`src/rtl/led_pong_core_if.sv`:
```
// ----------------------------------------------------------------------------
// led_pong_core_if
// Groups the player/control inputs and the display outputs of the pong engine.
//
// Signals:
//   start      - pulse; starts or restarts a game           (master -> slave)
//   hit_l      - left player switch level, rising edge = hit (master -> slave)
//   hit_r      - right player switch level, rising edge = hit(master -> slave)
//   led        - ball track, bit 0 = right end               (slave -> master)
//   score_l    - left player score                           (slave -> master)
//   score_r    - right player score                          (slave -> master)
//   speed      - current ball speed level                    (slave -> master)
//   game_over  - high while the game is finished             (slave -> master)
//   winner     - 1 = left won, 0 = right won                 (slave -> master)
//
// Modports:
//   master - the side that drives the switches and reads the display
//   slave  - the game engine itself
// ----------------------------------------------------------------------------
interface led_pong_core_if #(
    parameter int N_LEDS    = 16,
    parameter int MAX_SPEED = 3
);

    localparam int SPEED_W = (MAX_SPEED > 0) ? $clog2(MAX_SPEED + 1) : 1;

    logic                 start;
    logic                 hit_l;
    logic                 hit_r;
    logic [N_LEDS-1:0]    led;
    logic [3:0]           score_l;
    logic [3:0]           score_r;
    logic [SPEED_W-1:0]   speed;
    logic                 game_over;
    logic                 winner;

    modport master (
        output start, hit_l, hit_r,
        input  led, score_l, score_r, speed, game_over, winner
    );

    modport slave (
        input  start, hit_l, hit_r,
        output led, score_l, score_r, speed, game_over, winner
    );

endinterface

```
`src/rtl/led_pong_core.sv`:
```
// ----------------------------------------------------------------------------
// led_pong_core
// Game engine for the LED ping-pong game. A ball runs along an LED track and
// the players return it by pressing their switch while the ball is inside
// their hit window near their end. Every successful return speeds the ball up
// one level. Missing the ball or hitting too early gives the point to the
// opponent. The loser of a point serves next and the first player to reach
// SCORE_MAX wins.
//
// Ports:
//   clk  - system clock
//   rst  - synchronous reset, active-high
//   bus  - led_pong_core_if.slave
//            in : start, hit_l, hit_r
//            out: led, score_l, score_r, speed, game_over, winner
//
// All outputs come straight from registers.
// ----------------------------------------------------------------------------
module led_pong_core #(
    parameter int N_LEDS      = 16,
    parameter int TICK_DIV    = 625000,
    parameter int MAX_SPEED   = 3,
    parameter int HIT_WIN     = 2,
    parameter int SCORE_MAX   = 9,
    parameter int PAUSE_TICKS = 4
) (
    input  logic            clk,
    input  logic            rst,
    led_pong_core_if.slave  bus
);

    localparam int POS_W   = $clog2(N_LEDS);
    localparam int CNT_W   = (TICK_DIV > 1) ? $clog2(TICK_DIV) : 1;
    localparam int SPD_W   = (MAX_SPEED > 0) ? $clog2(MAX_SPEED + 1) : 1;
    localparam int PAUSE_W = (PAUSE_TICKS > 1) ? $clog2(PAUSE_TICKS) : 1;

    localparam logic [2:0] ST_IDLE   = 3'd0;
    localparam logic [2:0] ST_SERVE  = 3'd1;
    localparam logic [2:0] ST_MOVE_L = 3'd2;
    localparam logic [2:0] ST_MOVE_R = 3'd3;
    localparam logic [2:0] ST_POINT  = 3'd4;
    localparam logic [2:0] ST_OVER   = 3'd5;

    localparam logic [POS_W-1:0]   POS_LAST   = POS_W'(N_LEDS - 1);
    localparam logic [POS_W-1:0]   POS_LWIN   = POS_W'(N_LEDS - HIT_WIN);
    localparam logic [POS_W-1:0]   POS_RWIN   = POS_W'(HIT_WIN - 1);
    localparam logic [SPD_W-1:0]   SPD_MAX    = SPD_W'(MAX_SPEED);
    localparam logic [PAUSE_W-1:0] PAUSE_LAST = PAUSE_W'(PAUSE_TICKS - 1);
    localparam logic [3:0]         SCORE_WIN  = 4'(SCORE_MAX);

    localparam logic [N_LEDS-1:0] LED_ONE   = {{(N_LEDS-1){1'b0}}, 1'b1};
    localparam logic [N_LEDS-1:0] LED_ALL   = {N_LEDS{1'b1}};
    localparam logic [N_LEDS-1:0] LED_LEFT  = {{(N_LEDS/2){1'b1}}, {(N_LEDS-N_LEDS/2){1'b0}}};
    localparam logic [N_LEDS-1:0] LED_RIGHT = {{(N_LEDS-N_LEDS/2){1'b0}}, {(N_LEDS/2){1'b1}}};

    // Registered state
    logic [2:0]         r_state;
    logic [POS_W-1:0]   r_pos;
    logic               r_server;   // 1 = left serves, 0 = right serves
    logic               r_scorer;   // 1 = left scored the current point
    logic [SPD_W-1:0]   r_speed;
    logic [3:0]         r_score_l;
    logic [3:0]         r_score_r;
    logic               r_winner;
    logic               r_game_over;
    logic [N_LEDS-1:0]  r_led;
    logic [CNT_W-1:0]   r_cnt;
    logic [PAUSE_W-1:0] r_pause;
    logic               r_hit_l_prev;
    logic               r_hit_r_prev;

    // Next-state values
    logic [2:0]         w_state_n;
    logic [POS_W-1:0]   w_pos_n;
    logic               w_server_n;
    logic               w_scorer_n;
    logic [SPD_W-1:0]   w_speed_n;
    logic [3:0]         w_score_l_n;
    logic [3:0]         w_score_r_n;
    logic               w_winner_n;
    logic [PAUSE_W-1:0] w_pause_n;
    logic [N_LEDS-1:0]  w_led_n;

    logic               w_rise_l;
    logic               w_rise_r;
    logic [CNT_W-1:0]   w_term;
    logic               w_tick;
    logic               w_hit_ok;
    logic               w_point;
    logic               w_point_l;
    logic               w_cnt_clr;

    // A switch that is held down only counts once, on the cycle it goes high.
    assign w_rise_l = bus.hit_l & ~r_hit_l_prev;
    assign w_rise_r = bus.hit_r & ~r_hit_r_prev;

    // Step period halves with each speed level. The terminal count is taken
    // modulo the counter width, so a power-of-two period still wraps cleanly.
    assign w_term = CNT_W'((TICK_DIV >> r_speed) - 1);
    assign w_tick = (r_cnt == w_term);

    // Game FSM and all datapath next values. A hit is always checked before
    // the tick so a return on the same cycle as a step uses the old position
    // and wins over a miss. Point awards from any state are collected into
    // w_point and applied once after the case.
    always_comb begin
        w_state_n   = r_state;
        w_pos_n     = r_pos;
        w_server_n  = r_server;
        w_scorer_n  = r_scorer;
        w_speed_n   = r_speed;
        w_score_l_n = r_score_l;
        w_score_r_n = r_score_r;
        w_winner_n  = r_winner;
        w_pause_n   = r_pause;
        w_hit_ok    = 1'b0;
        w_point     = 1'b0;
        w_point_l   = 1'b0;
        w_led_n     = '0;

        case (r_state)
            ST_IDLE, ST_OVER: begin
                if (bus.start) begin
                    w_state_n   = ST_SERVE;
                    w_score_l_n = 4'd0;
                    w_score_r_n = 4'd0;
                    w_server_n  = 1'b0;
                    w_pos_n     = '0;
                end
            end

            ST_SERVE: begin
                if (r_server ? w_rise_l : w_rise_r) begin
                    w_state_n = r_server ? ST_MOVE_R : ST_MOVE_L;
                end
            end

            ST_MOVE_L: begin
                if (w_rise_l) begin
                    if (r_pos >= POS_LWIN) begin
                        w_state_n = ST_MOVE_R;
                        w_hit_ok  = 1'b1;
                    end else begin
                        w_point   = 1'b1;
                        w_point_l = 1'b0;
                    end
                end else if (w_tick) begin
                    if (r_pos == POS_LAST) begin
                        w_point   = 1'b1;
                        w_point_l = 1'b0;
                    end else begin
                        w_pos_n = r_pos + POS_W'(1);
                    end
                end
            end

            ST_MOVE_R: begin
                if (w_rise_r) begin
                    if (r_pos <= POS_RWIN) begin
                        w_state_n = ST_MOVE_L;
                        w_hit_ok  = 1'b1;
                    end else begin
                        w_point   = 1'b1;
                        w_point_l = 1'b1;
                    end
                end else if (w_tick) begin
                    if (r_pos == '0) begin
                        w_point   = 1'b1;
                        w_point_l = 1'b1;
                    end else begin
                        w_pos_n = r_pos - POS_W'(1);
                    end
                end
            end

            ST_POINT: begin
                if (w_tick) begin
                    if (r_pause == PAUSE_LAST) begin
                        w_pause_n = '0;
                        if (r_scorer ? (r_score_l == SCORE_WIN) : (r_score_r == SCORE_WIN)) begin
                            w_state_n  = ST_OVER;
                            w_winner_n = r_scorer;
                        end else begin
                            w_state_n  = ST_SERVE;
                            w_server_n = ~r_scorer;
                            w_pos_n    = r_scorer ? '0 : POS_LAST;
                        end
                    end else begin
                        w_pause_n = r_pause + PAUSE_W'(1);
                    end
                end
            end

            default: begin
                w_state_n = ST_IDLE;
            end
        endcase

        if (w_hit_ok) begin
            w_speed_n = (r_speed == SPD_MAX) ? r_speed : r_speed + SPD_W'(1);
        end

        if (w_point) begin
            w_state_n  = ST_POINT;
            w_scorer_n = w_point_l;
            w_speed_n  = '0;
            w_pause_n  = '0;
            if (w_point_l) begin
                w_score_l_n = r_score_l + 4'd1;
            end else begin
                w_score_r_n = r_score_r + 4'd1;
            end
        end

        case (w_state_n)
            ST_SERVE, ST_MOVE_L, ST_MOVE_R: w_led_n = LED_ONE << w_pos_n;
            ST_POINT:                       w_led_n = LED_ALL;
            ST_OVER:                        w_led_n = w_winner_n ? LED_LEFT : LED_RIGHT;
            default:                        w_led_n = '0;
        endcase
    end

    // Step counter restarts on every state change and every good return so
    // the first step after an event always takes a full period.
    assign w_cnt_clr = w_hit_ok || (w_state_n != r_state);

    // Tick counter
    always_ff @(posedge clk) begin
        if (rst) begin
            r_cnt <= '0;
        end else if (w_cnt_clr || w_tick) begin
            r_cnt <= '0;
        end else begin
            r_cnt <= r_cnt + CNT_W'(1);
        end
    end

    // Game state and output registers
    always_ff @(posedge clk) begin
        if (rst) begin
            r_state      <= ST_IDLE;
            r_pos        <= '0;
            r_server     <= 1'b0;
            r_scorer     <= 1'b0;
            r_speed      <= '0;
            r_score_l    <= 4'd0;
            r_score_r    <= 4'd0;
            r_winner     <= 1'b0;
            r_game_over  <= 1'b0;
            r_led        <= '0;
            r_pause      <= '0;
            r_hit_l_prev <= 1'b0;
            r_hit_r_prev <= 1'b0;
        end else begin
            r_state      <= w_state_n;
            r_pos        <= w_pos_n;
            r_server     <= w_server_n;
            r_scorer     <= w_scorer_n;
            r_speed      <= w_speed_n;
            r_score_l    <= w_score_l_n;
            r_score_r    <= w_score_r_n;
            r_winner     <= w_winner_n;
            r_game_over  <= (w_state_n == ST_OVER);
            r_led        <= w_led_n;
            r_pause      <= w_pause_n;
            r_hit_l_prev <= bus.hit_l;
            r_hit_r_prev <= bus.hit_r;
        end
    end

    assign bus.led       = r_led;
    assign bus.score_l   = r_score_l;
    assign bus.score_r   = r_score_r;
    assign bus.speed     = r_speed;
    assign bus.game_over = r_game_over;
    assign bus.winner    = r_winner;

endmodule

```
`src/flat_wrapper.sv`:
```
// flat-port wrapper written by rule: the top's interface ports become plain ports
module led_pong_core_flat 
#(
    parameter int N_LEDS      = 16,
    parameter int TICK_DIV    = 625000,
    parameter int MAX_SPEED   = 3,
    parameter int HIT_WIN     = 2,
    parameter int SCORE_MAX   = 9,
    parameter int PAUSE_TICKS = 4
)
  (clk, rst, bus_start, bus_hit_l, bus_hit_r, bus_led, bus_score_l, bus_score_r, bus_speed, bus_game_over, bus_winner);
  led_pong_core_if #(.N_LEDS(N_LEDS), .MAX_SPEED(MAX_SPEED)) bus_i ();
  input  logic clk;
  input  logic rst;
  input wire logic [$bits(bus_i.start)-1:0] bus_start;
  input wire logic [$bits(bus_i.hit_l)-1:0] bus_hit_l;
  input wire logic [$bits(bus_i.hit_r)-1:0] bus_hit_r;
  output wire logic [$bits(bus_i.led)-1:0] bus_led;
  output wire logic [$bits(bus_i.score_l)-1:0] bus_score_l;
  output wire logic [$bits(bus_i.score_r)-1:0] bus_score_r;
  output wire logic [$bits(bus_i.speed)-1:0] bus_speed;
  output wire logic [$bits(bus_i.game_over)-1:0] bus_game_over;
  output wire logic [$bits(bus_i.winner)-1:0] bus_winner;
  assign bus_i.start = bus_start;
  assign bus_i.hit_l = bus_hit_l;
  assign bus_i.hit_r = bus_hit_r;
  assign bus_led = bus_i.led;
  assign bus_score_l = bus_i.score_l;
  assign bus_score_r = bus_i.score_r;
  assign bus_speed = bus_i.speed;
  assign bus_game_over = bus_i.game_over;
  assign bus_winner = bus_i.winner;
  led_pong_core #(.N_LEDS(N_LEDS), .TICK_DIV(TICK_DIV), .MAX_SPEED(MAX_SPEED), .HIT_WIN(HIT_WIN), .SCORE_MAX(SCORE_MAX), .PAUSE_TICKS(PAUSE_TICKS)) u_core (.clk(clk), .rst(rst), .bus(bus_i));
endmodule
```
`config.mk`:
```
export PLATFORM = sky130hd
export DESIGN_NAME = led_pong_core_flat
export DESIGN_NICKNAME = d
export VERILOG_FILES = /design/src/rtl/led_pong_core_if.sv /design/src/rtl/led_pong_core.sv /design/src/flat_wrapper.sv
export SDC_FILE = /design/constraint.sdc
export NUM_CORES = 1
export LEC_CHECK = 0
export ABC_AREA = 1
export BUFFER_PORTS_ARGS = -buffer_cell sky130_fd_sc_hd__buf_4
export CORE_MARGIN = 2
export CORE_UTILIZATION = 45
export CTS_CLUSTER_DIAMETER = 200
export DETAILED_ROUTE_END_ITERATION = 10
export PLACE_DENSITY = 0.7
export SLEW_MARGIN = 40
export SYNTH_ARGS = -nofsm -noshare
export SYNTH_HDL_FRONTEND = slang
export SYNTH_SLANG_ARGS = --single-unit
```
`constraint.sdc`:
```
create_clock -name clk -period 5.61 [get_ports clk]
set_clock_uncertainty 0.15 [all_clocks]
set_input_delay 0 -clock clk [delete_from_list [all_inputs] [get_ports clk]]
set_output_delay 0 -clock clk [all_outputs]
set_load 0.1 [all_outputs]
```
==> results of run 1 <==
-- tightest hold or removal path, stage by stage --
cell	delay [ns]
buf_4	0.12
o21ai_1	0.18
nor2_1	0.11
nor2_1	0.08
-- final cells by class --
class	count	area [um2]
inverters	76	285.3
fillers	826	3844
well taps	105	131.4
repair buffers	37	290.3
multi-input cells	437	2312
clock buffers	10	127.6
clock inverters	6	87.58
flip-flops and latches	61	1221
-- final timing paths --
check / start / to / slack (ns)
setup / recovery: u_core.bus.speed[0] / u_core.r_cnt[9] / 2.02
hold / removal: bus_start / u_core.r_state[2] / 0.04
setup reg to reg: u_core.bus.speed[0] / u_core.r_cnt[9] / 2.02
hold reg to reg: u_core.r_pause[1] / u_core.r_pause[1] / 0.32
-- power by group through the flow --
stage | clock network [W] | registers (W) | logic, W
finish | 0.000433 | 0.000468 | 0.000257
global route | 0.000461 | 0.000471 | 0.000282
CTS | 0.000443 | 0.000468 | 0.000254
detailed placement | 0 | 0.000478 | 0.000250
global placement | 0 | 0.000477 | 0.000246
floorplan | 0 | 0.000524 | 0.000155
-- flip-flops by register name, summed over array words and instances, names as in the netlist --
register / count
u_core.bus.speed: 2
u_core.bus.game_over: 1
u_core.r_scorer: 1
u_core.r_cnt: 20
u_core.bus.score_l: 4
u_core.r_state: 3
u_core.bus.led: 16
u_core.bus.score_r: 4
u_core.r_hit_l_prev: 1
u_core.r_pos: 4
u_core.r_hit_r_prev: 1
u_core.bus.winner: 1
u_core.r_server: 1
u_core.r_pause: 2
-- metrics by stage --
step                      cells  util, %
after global placement      711    50.46
after detailed placement    711    50.46
final                       732    53.69
after global routing        732    53.69
after floorplan             586        -
after CTS                   732    53.66
-- kinds of logic after synthesis --
logic type | share of synthesized area, %
AND/OR/NAND/NOR | 40.41
buffers and inverters | 9.348
AO/OA/AOI/OAI | 9.413
flip-flops | 31.35
XOR/XNOR | 4.016
adder cells (fa/ha/maj) | 5.461
-- metal layers --
metal / global-route usage [%] / share of wire [%]
met2: 32.43 / 44
met5: 0 / 0
met1: 29.68 / 51
met3: 3.324 / 4.1
met4: 6.934 / 1.4
-- cell usage after synthesis --
library cell	n	share of area (%)
a31oi_1	1	0.16
o21ai_2	2	0.45
nor2_1	64	6.2
o21a_1	1	0.19
o21ai_0	12	1.5
nand3b_2	1	0.29
nand3b_4	1	0.51
nand2_4	1	0.29
nand2_2	6	0.96
nor2_2	12	1.9
nor3_1	12	1.5
inv_2	9	0.87
dfxtp_1	61	31
o211ai_1	2	0.39
nor3_2	5	1.3
ha_1	17	5.5
a21oi_1	41	5.3
inv_1	67	6.5
nand3_2	2	0.51
nand2_1	161	16
buf_6	4	1.2
o22ai_1	1	0.16
nor3b_2	6	1.9
nor2_4	3	0.87
xor2_2	1	0.42
a21oi_4	1	0.42
o21ai_1	2	0.26
nand3b_1	2	0.39
buf_2	3	0.39
a211oi_1	2	0.39
xnor2_1	8	1.8
and3_1	1	0.16
o21bai_1	1	0.19
clkbuf_1	5	0.48
nand4_1	8	1.3
xor2_1	8	1.8
or2_2	2	0.32
nand3_1	49	6.3
nor2b_1	1	0.16
-- what timing repair did --
item	CTS	global route
setup endpoints to repair	0	0
endpoints found under the hold margin	31	0
hold buffers	5	0
==> reports/qor.csv, run 1 <==
metric;value;unit
outcome;completed;
critical_path.max_stage_delay;0.48;ns
fp-row-count;33;
fin_ws;2.018;ns
ctsResizeCount;0;
die_height;97.04;um
p_switching;0.0003928;W
rsz0062_at_grt;no;
synth_area_per_cell;6.647;um2
power_frac_comb;22.2;%
post-place-ws;1.846;ns
crit_chain;inv_1, ha_1, inv_2, ha_1, inv_1, nand2_1, nand2_1, inv_1, nor2_1, nand3_2, nor2_4, inv_2, nand2_2, nand3b_4, nand2_2, inv_2, nand2_4, xor2_2, nand2_2, nor3b_2;
period_share;64.03;%
worstSetupPathDepth;20;
drive_above_1_share;15.95;%
die_w;97.04;um
clock-root-buffer;clkbuf_8;
ff2ff_path_depth;20;
path_clk_slew;0.07;ns
syn_inst;586;
first_global_vias;3496;
required;5.72;ns
drtIter0Drc;183;
finalPower;0.001158;W
worst_ir_drop_vdd;168.8;uV
final_common_cell;nand2_1;
p_int;0.0007653;W
yosysSeqAreaShare;31.35;%
detail_route.wirelength;9412;um
wl_per_cell;12.86;um
die_area;0.009416;mm2
clock_sinks;61;
path_delay_family;simple AND/OR/NAND/NOR gates;
syn_nets;608;
synth_cell_types;39;
viasPerCell;5.126;
critPathKind;reg2reg;
slew_violations;0;
final_area;0.004456;mm2
relSlewSlack;63.22;%
dr_total_vias;3752;
grt_pass1_wl;16310;um
postCtsSetupBuffers;0;
power_frac_clock;37.4;%
first_pass_iters;5;
cp_max_fo;20;
cts_tree;yes;
final_antenna_net_count;0;
setup_viol;0;
area_delta_synth_final;14.39;%
place_congestion;0.9304;
final_cell_mix;nand2_1, inv_1, nor2_1;
placeableCoreArea;0.008299;mm2
drc;0;
switching_share;33.92;%
grt_max_degree;34;
num_antenna_cells;0;
dpl_cell_area;0.004188;mm2
cts_buffers;9;
clock_latency;0.34;ns
min_period;3.592;ns
antenna_found_initial;0;
drv_cap;0;
fmax;278.4;MHz
finalHoldViolations;0;
initial_core_util;46.93;%
min-delay-path-class;in2reg;
crit_slowest_cell;dfxtp_1;
power.density;259.9;mW/mm2
hpwl;7197;um
syn_area;0.003895;mm2
fin_tns_setup;0;ns
nets;644;
overflow;0;
cts_htree_levels;3;
critPathCaptureType;flip-flop;
crit_buf_inv;6;
worstMarginPinSlew;0.5497;ns
synth-seq-cells;61;
min_path_cells;4;
startpoint_type;flip-flop;
hold_ws;0.04314;ns
grt_use_total;20.93;%
io_buffer_count;32;
io_pins;33;
worstPathArrival;3.70;ns
leakagePower;1.982;nW
clockBufferDepth;2;
seq_power_share;40.4;%
yosys_warnings;0;
Note: power is estimated with default switching activity, not from simulation.
==> run 2: changes to the inputs <==
--- a/config.mk
+++ b/config.mk
@@ -11,7 +11,7 @@
 export CORE_UTILIZATION = 45
 export CTS_CLUSTER_DIAMETER = 200
 export DETAILED_ROUTE_END_ITERATION = 10
-export PLACE_DENSITY = 0.7
+export PLACE_DENSITY = 0.72
 export SLEW_MARGIN = 40
 export SYNTH_ARGS = -nofsm -noshare
 export SYNTH_HDL_FRONTEND = slang
==> constraint.sdc (replaced) <==
create_clock -name clk -period 2.9 [get_ports clk]
set_clock_uncertainty 0.15 [all_clocks]
set_input_delay 0 -clock clk [delete_from_list [all_inputs] [get_ports clk]]
set_output_delay 0 -clock clk [all_outputs]
set_load 0.1 [all_outputs]
==> reports/qor.csv, run 2 (synthesis results as in run 1) <==
metric;value;unit;change
outcome;finished with violations;;was completed
violations;negative setup slack;;
rsz0062_at_grt;yes;;was no
setup_viol;33;;was 0
hold_path_end;u_core.r_server;;was u_core.r_state[2]
hpwl;7339;um;was 7197 um
die_w;97.04;um;unchanged
drc;0;;unchanged
cts_tree;yes;;unchanged
fin_ws;-0.2192;ns;was 2.018 ns
place_congestion;0.8853;;was 0.9304
io_buffer_count;32;;unchanged
area_delta_synth_final;32.73;%;was 14.39%
leakagePower;2.233;nW;was 1.982 nW
fp-row-count;33;;unchanged
routed-wl-met2;5198;um;was 4132 um
min_period;3.119;ns;was 3.592 ns
crit_slowest_cell;dfxtp_4;;was dfxtp_1
cp_max_fo;8;;was 20
nets;675;;was 644
detail_route.wirelength;11070;um;was 9412 um
critPathKind;reg2reg;;unchanged
die_height;97.04;um;unchanged
r2r-end;u_core.bus.led[11];;was u_core.r_cnt[9]
final_antenna_net_count;0;;unchanged
min_path_cells;6;;was 4
post-route-util;62.29;%;was 53.69%
finalPower;0.002333;W;was 0.001158 W
worstMarginPinSlew;0.5023;ns;was 0.5497 ns
fin_tns_setup;-2.877;ns;was 0 ns
layoutNonFillerInstCount;763;;was 732
grt_max_degree;34;;unchanged
drv_cap;0;;unchanged
clock-root-buffer;clkbuf_8;;unchanged
clock_latency;0.35;ns;was 0.34 ns
power.density;451.2;mW/mm2;was 259.9 mW/mm2
initial_core_util;46.93;%;unchanged
first_global_vias;3566;;was 3496
wl_met3;583;um;was 390 um
seq_area;0.001230;mm2;was 0.001221 mm2
fmax;320.6;MHz;was 278.4 MHz
cts_buffers;9;;unchanged
wl_met1;5075;um;was 4756 um
clockBufferDepth;2;;unchanged
min-delay-path-class;in2reg;;unchanged
overflow;0;;unchanged
crit_chain;inv_6, buf_12, ha_4, nand2_1, nand2_1, nand2_1, nor2_2, nand3_2, nor2_4, buf_12, nand2_4, nand2_1, nand2_1, nor2_2, nor2_2, nand2_2, nand2_2, nor2_4, nand2_1, a21oi_1;;was inv_1, ha_1, inv_2, ha_1, inv_1, nand2_1, nand2_1, inv_1, nor2_1, nand3_2, nor2_4, inv_2, nand2_2, nand3b_4, nand2_2, inv_2, nand2_4, xor2_2, nand2_2, nor3b_2
dr.max_layer_used;met4;;unchanged
top_register;u_core.r_cnt;;unchanged
die_area;0.009416;mm2;unchanged
viasPerCell;5.282;;was 5.126
clock_sinks;61;;unchanged
fillers;728;;was 826
relSlewSlack;66.39;%;was 63.22%
dr_total_vias;4030;;was 3752
grt_pass1_wl;16420;um;was 16310 um
r2r_start;u_core.bus.speed[0];;unchanged
antenna_found_initial;0;;unchanged
largest_reg_flops;20;;unchanged
required;3.02;ns;was 5.72 ns
dp.cells;724;;was 711
ff2ff_path_depth;20;;unchanged
rrSetupSlack;-0.22;ns;was 2.02 ns
drtIter0Drc;179;;was 183
final_common_cell;nand2_1;;unchanged
cts_htree_levels;3;;unchanged
finalHoldViolations;0;;unchanged
grt_use_total;21.15;%;was 20.93%
period_share;107.6;%;was 64.03%
startpoint_type;flip-flop;;unchanged
min_from;bus_start;;unchanged
wl_per_cell;14.51;um;was 12.86 um
io_pins;33;;unchanged
drive_above_1_share;31.00;%;was 15.95%
multi_input_area;0.002691;mm2;was 0.002312 mm2
critPathCaptureType;flip-flop;;unchanged
slew_violations;0;;unchanged
critical_path.max_stage_delay;0.40;ns;was 0.48 ns
crit_top_cell;nand2_1;;
worst_ir_drop_vdd;385.6;uV;was 168.8 uV
placeableCoreArea;0.008299;mm2;unchanged
final_cell_mix;nand2_1, inv_1, dfxtp_1;;was nand2_1, inv_1, nor2_1
num_antenna_cells;0;;unchanged
path_clk_slew;0.07;ns;about the same
first_pass_iters;5;;unchanged
worstPathArrival;3.24;ns;was 3.70 ns
hold_ws;0.03896;ns;was 0.04314 ns
path_delay_family;simple AND/OR/NAND/NOR gates;;unchanged
crit_buf_inv;3;;was 6
-- run 2: power by group --
part           switching, W  internal (W)  leakage [nW]
clock network      0.000355      0.000384         0.104
registers         0.0000305      0.000867         0.495
logic              0.000472      0.000224          1.63
total              0.000858       0.00148          2.23
-- run 2: final cells by class --
cell class,count,area share (%)
clock inverter,5,0.6292
clock buffer,11,3.146
inverter,76,5.760
tap,105,2.541
timing repair buffer,68,12.08
multi-input combinational,437,52.06
sequential,61,23.79
-- run 2: metal layers --
layer / up-vias / track usage [%]
met3: 20 / 3.757
met5: - / 0
li1: 2002 / -
met4: 0 / 6.501
met1: 1886 / 28.46
met2: 122 / 34.56
-- run 2: worst max-delay path by stage --
stage,depth (start not counted),from,to,slack [ns]
final,20,u_core.bus.speed[0],u_core.bus.led[11],-0.22
after floorplan,20,u_core.bus.speed[0],u_core.r_cnt[9],0.01
after global placement,18,u_core.bus.speed[1],u_core.bus.led[4],0.07
after global routing,19,u_core.bus.speed[0],u_core.bus.led[11],-0.37
after CTS,20,u_core.bus.speed[0],u_core.bus.led[0],-0.004
after detailed placement,20,u_core.bus.speed[1],u_core.bus.led[0],-0.05
-- run 2: repair_timing --
item / in CTS / in global routing
hold buffers: 5 / 0
setup buffers: 0 / 14
setup endpoints to repair: 31 / 38
resized for setup: 8 / 87
pin swaps: 2 / 35
hold endpoints to repair: 31 / 0
cloned: 0 / 4
-- run 2: per-stage QoR --
step / instance area [um2] / setup WS (ns)
4_1_cts: 4633 / -0.003857
3_5_place_dp: 4350 / -0.04711
3_3_place_gp: 4350 / 0.06526
2_1_floorplan: 3935 / 0.01447
5_1_grt: 5170 / -0.3674
6_report: 5170 / -0.2192
-- run 2: tightest hold or removal path, cell delays in order --
cell and delay [ns]:
buf_4 0.10, nor2_1 0.05, inv_1 0.07, nand2_2 0.07, o21ai_0 0.14, a21oi_1 0.06
